[config.mk]
export PLATFORM = sky130hd
export DESIGN_NAME = clk_div_prog_l
export DESIGN_NICKNAME = d
export VERILOG_FILES = /design/src/rtl/clk_div_prog_l_pkg.sv /design/src/rtl/clk_div_prog_l.sv
export SDC_FILE = /design/constraint.sdc
export NUM_CORES = 1
export LEC_CHECK = 0
export CORE_AREA = 4 4 41 43
export DETAILED_ROUTE_END_ITERATION = 10
export DIE_AREA = 0 0 45 47
export GPL_TIMING_DRIVEN = 0
export SLEW_MARGIN = 20
export SYNTH_ARGS = -nofsm -noshare
export SYNTH_HDL_FRONTEND = slang
export SYNTH_SLANG_ARGS = --single-unit
[constraint.sdc]
create_clock -name in -period 3.55 [get_ports in]
set_input_delay 0.71 -clock in [delete_from_list [all_inputs] [get_ports in]]
set_output_delay 0.71 -clock in [all_outputs]
set_load 0.05 [all_outputs]
[src/rtl/clk_div_prog_l_pkg.sv]
// Shared constants for the programmable clock divider.
package clk_div_prog_l_pkg;

  // Default width of the divisor port and the half-period counter.
  localparam int unsigned CLK_DIV_W_DEFAULT = 32'd4;

endpackage : clk_div_prog_l_pkg

[src/rtl/clk_div_prog_l.sv]
// Programmable clock divider. Each output half-period lasts div+1 input
// cycles. The divisor is captured only on reset and on toggle edges, so a
// half-period in progress always finishes with the divisor it started with.
module clk_div_prog_l
  import clk_div_prog_l_pkg::*;
#(
  parameter int unsigned n = CLK_DIV_W_DEFAULT
) (
  input  logic         in,
  input  logic         rst,
  input  logic [n-1:0] div,
  output logic         out
);

  typedef logic [n-1:0] div_t;

  localparam div_t CNT_ZERO = div_t'(0);
  localparam div_t CNT_ONE  = div_t'(1);

  div_t cnt_r;
  div_t div_l_r;
  logic out_r;

  div_t cnt_nxt_s;
  div_t div_l_nxt_s;
  logic out_nxt_s;
  logic toggle_s;

  // Decide whether this edge ends the half-period and compute next state.
  always_comb begin
    toggle_s    = 1'b0;
    cnt_nxt_s   = cnt_r;
    div_l_nxt_s = div_l_r;
    out_nxt_s   = out_r;
    // ">=" rather than "==" lets a corrupted counter recover within one half.
    if (cnt_r >= div_l_r) begin
      toggle_s    = 1'b1;
      cnt_nxt_s   = CNT_ZERO;
      div_l_nxt_s = div;
      out_nxt_s   = ~out_r;
    end else begin
      toggle_s    = 1'b0;
      cnt_nxt_s   = cnt_r + CNT_ONE;
      div_l_nxt_s = div_l_r;
      out_nxt_s   = out_r;
    end
  end

  // State register; reset wins over toggling and reloads the divisor.
  always_ff @(posedge in) begin
    if (rst) begin
      cnt_r   <= CNT_ZERO;
      div_l_r <= div;
      out_r   <= 1'b0;
    end else begin
      cnt_r   <= cnt_nxt_s;
      div_l_r <= div_l_nxt_s;
      out_r   <= out_nxt_s;
    end
  end

  assign out = out_r;

endmodule : clk_div_prog_l

==> flow_summary.toml <==
[cells_and_area]
drive_above_1_share_pct = 13.3
layout_common_cells = "6 x clkdlybuf4s50_1, 5 x inv_1, 5 x nor2_1, 5 x ha_1, 5 x dfxtp_1"
syn2layout_area_growth_pct = 25.1
antenna_cells = 0
layout.nets = 57
fillCellCount = 141
final_common_cell = "clkdlybuf4s50_1"
regArea_um2 = 220
final_util_pct = 40.2
multi_input_area_um2 = 179

[synth]
ys_types = 15
synthesis.nets = 46
syn_area_um2 = 418
synth_top_area_share_pct = 28.7
ys_seq_elements = 9
synth_top_cell_by_area = "edfxtp_1"
yosys-top-cells-area = "edfxtp_1 29%, dfxtp_1 24%, ha_1 15%"
synth_area_per_cell_um2 = 11.9
synthCells = 35
ys_warn_count = 0
yosysSeqAreaShare_pct = 52.7

[detailed_routing]
drtIter0Drc = 1
antenna_left = 0
dr.pass1.iters = 2
num_vias = 266
route.detailed.drc = 0
routed_wl_um = 608
wire_per_inst_um = 10.1
via_per_inst = 4.43

[worst_setup_path]
path_cells = "clkdlybuf4s50_1"
worstPathBufferInverterCount = 1
path_delay_family = "buffers and inverters"
r2r_setup_slack_ns = 1.81
cp_slowest_stage_delay_ns = 0.81
arrival_ns = 1.40
cpMaxStageDelayCell = "clkdlybuf4s50_1"
worst-path-stages = 1
start_kind = "register"
critical_path_class = "register to output port"
worst-r2r-cell-count = 5
crit_required_ns = 2.84
end_kind = "output port"
crit_fanout = 3

[pwr]
ir_worst_vdd_v = 0.000175
p_per_area_mw_per_mm2 = 512
leakagePower_nw = 0.233
power_mw = 0.268

[timing]
post-route-period-util_pct = 59.5
setup_viol = 0
slew_headroom_pct = 62.7
finalHoldViolations = 0
clock-skew-final_ns = 0.00365
setup_ws_ns = 1.44
worst_pin_slew_ns = 0.556
fin_crit_ns = 2.11
clock.fmax_mhz = 474
rsz0062_at_grt = "false"
slew_violations = 0
finalSetupTns_ns = 0
hold_slack_ns = 0.531

[global_route]
top_usage_layer = "met2"
grt_start_max_net_pins = 8
grt_use_met1_pct = 6.74
gr-usage-all-layers_pct = 7.96
grtUsageMet2_pct = 12.4
antenna_found_initial = 0
grt_pass1_vias = 255
grt_first_pass_wirelength_mm = 1.04
overflow = 0
gr-usage-met3_pct = 4.60

[cts]
numCtsBuffers = 3
cts_tree = "yes"
clkLatencyLatePin_ns = 0.26
hold_buffers = 0
clockBufferDepth = 2
cts.sinks = 9
postCtsSetupRepairBufs = 0
clk_pin_slew_worst_paths_ns = 0.06
cts_max_level = 1
cts_resized = 0
cts-root-buf = "clkbuf_4"

[die]
initial_utilization_pct = 32.1
die_area_mm2 = 0.00212
core-area_mm2 = 0.00130
die_h_um = 47
io_pins = 7
rows = 13
die_w_um = 45

[flow_run]
maxCapViolations = 0

[hold_path]
min_path_type = "register to register"
hold_depth = 2

[placement]
gp_congestion = 0.729
dpl.hpwl_um = 489
place_ws_ns = 1.54
portBuffers = 6

[run_status]
status = "finished clean"
[report_power, final]
group / leakage, nW / total, mW / internal (mW) / switching [mW]
combinational: 0.137 / 0.0621 / 0.0313 / 0.0308
clock: 0.0150 / 0.0776 / 0.0432 / 0.0343
sequential: 0.0805 / 0.128 / 0.121 / 0.00697
[worst paths after layout]
check | startpoint | end
hold reg to reg | cnt_r[3] | cnt_r[3]
setup / recovery | out | out
hold / removal | cnt_r[3] | cnt_r[3]
setup reg to reg | cnt_r[0] | div_l_r[3]
[flip-flops by register name, summed over array words and instances, names as in the netlist]
| name | count |
|---|---|
| cnt_r | 4 |
| div_l_r | 4 |
| out | 1 |
[layout make-up]
cell class / count / share of cell area (%)
Multi-Input combinational cell: 21 / 34.2
Sequential cell: 9 / 42.1
Tap cell: 15 / 3.59
Timing Repair Buffer: 6 / 11.5
Inverter: 5 / 3.59
Clock buffer: 4 / 5.02
[logic make-up after synthesis]
kind of cell	count (synthesis)	synth area share, %
AO/OA/AOI/OAI	5	9.58
XOR/XNOR	2	4.19
adder cells (fa/ha/maj)	5	15.0
buffers and inverters	5	4.49
flip-flops	9	52.7
multiplexers	1	3.59
AND/OR/NAND/NOR	8	10.5
[per-layer routing]
layer | wire length [µm] | share of wire (%) | up-vias
li1 | - | - | 138
met3 | 34 | 5.6 | 2
met4 | 29 | 4.8 | 0
met5 | 0 | 0 | -
met2 | 292 | 48 | 6
met1 | 252 | 41 | 120
[cells in the mapped netlist (all sizes together)]
cell / instances
a211oi: 1
dfxtp: 5
edfxtp: 4
ha: 5
inv: 5
mux2: 1
nand2b: 1
nand3: 1
nor2: 5
nor2b: 1
o211a: 1
o21ai: 2
o21bai: 1
xnor2: 1
xor2: 1
[metrics by stage]
stage	instance area (µm²)	cells
after floorplan	418	35
after global placement	497	56
after detailed placement	497	56
after CTS	523	60
after global routing	523	60
final	523	60
Power figures use the tool's default switching activity.
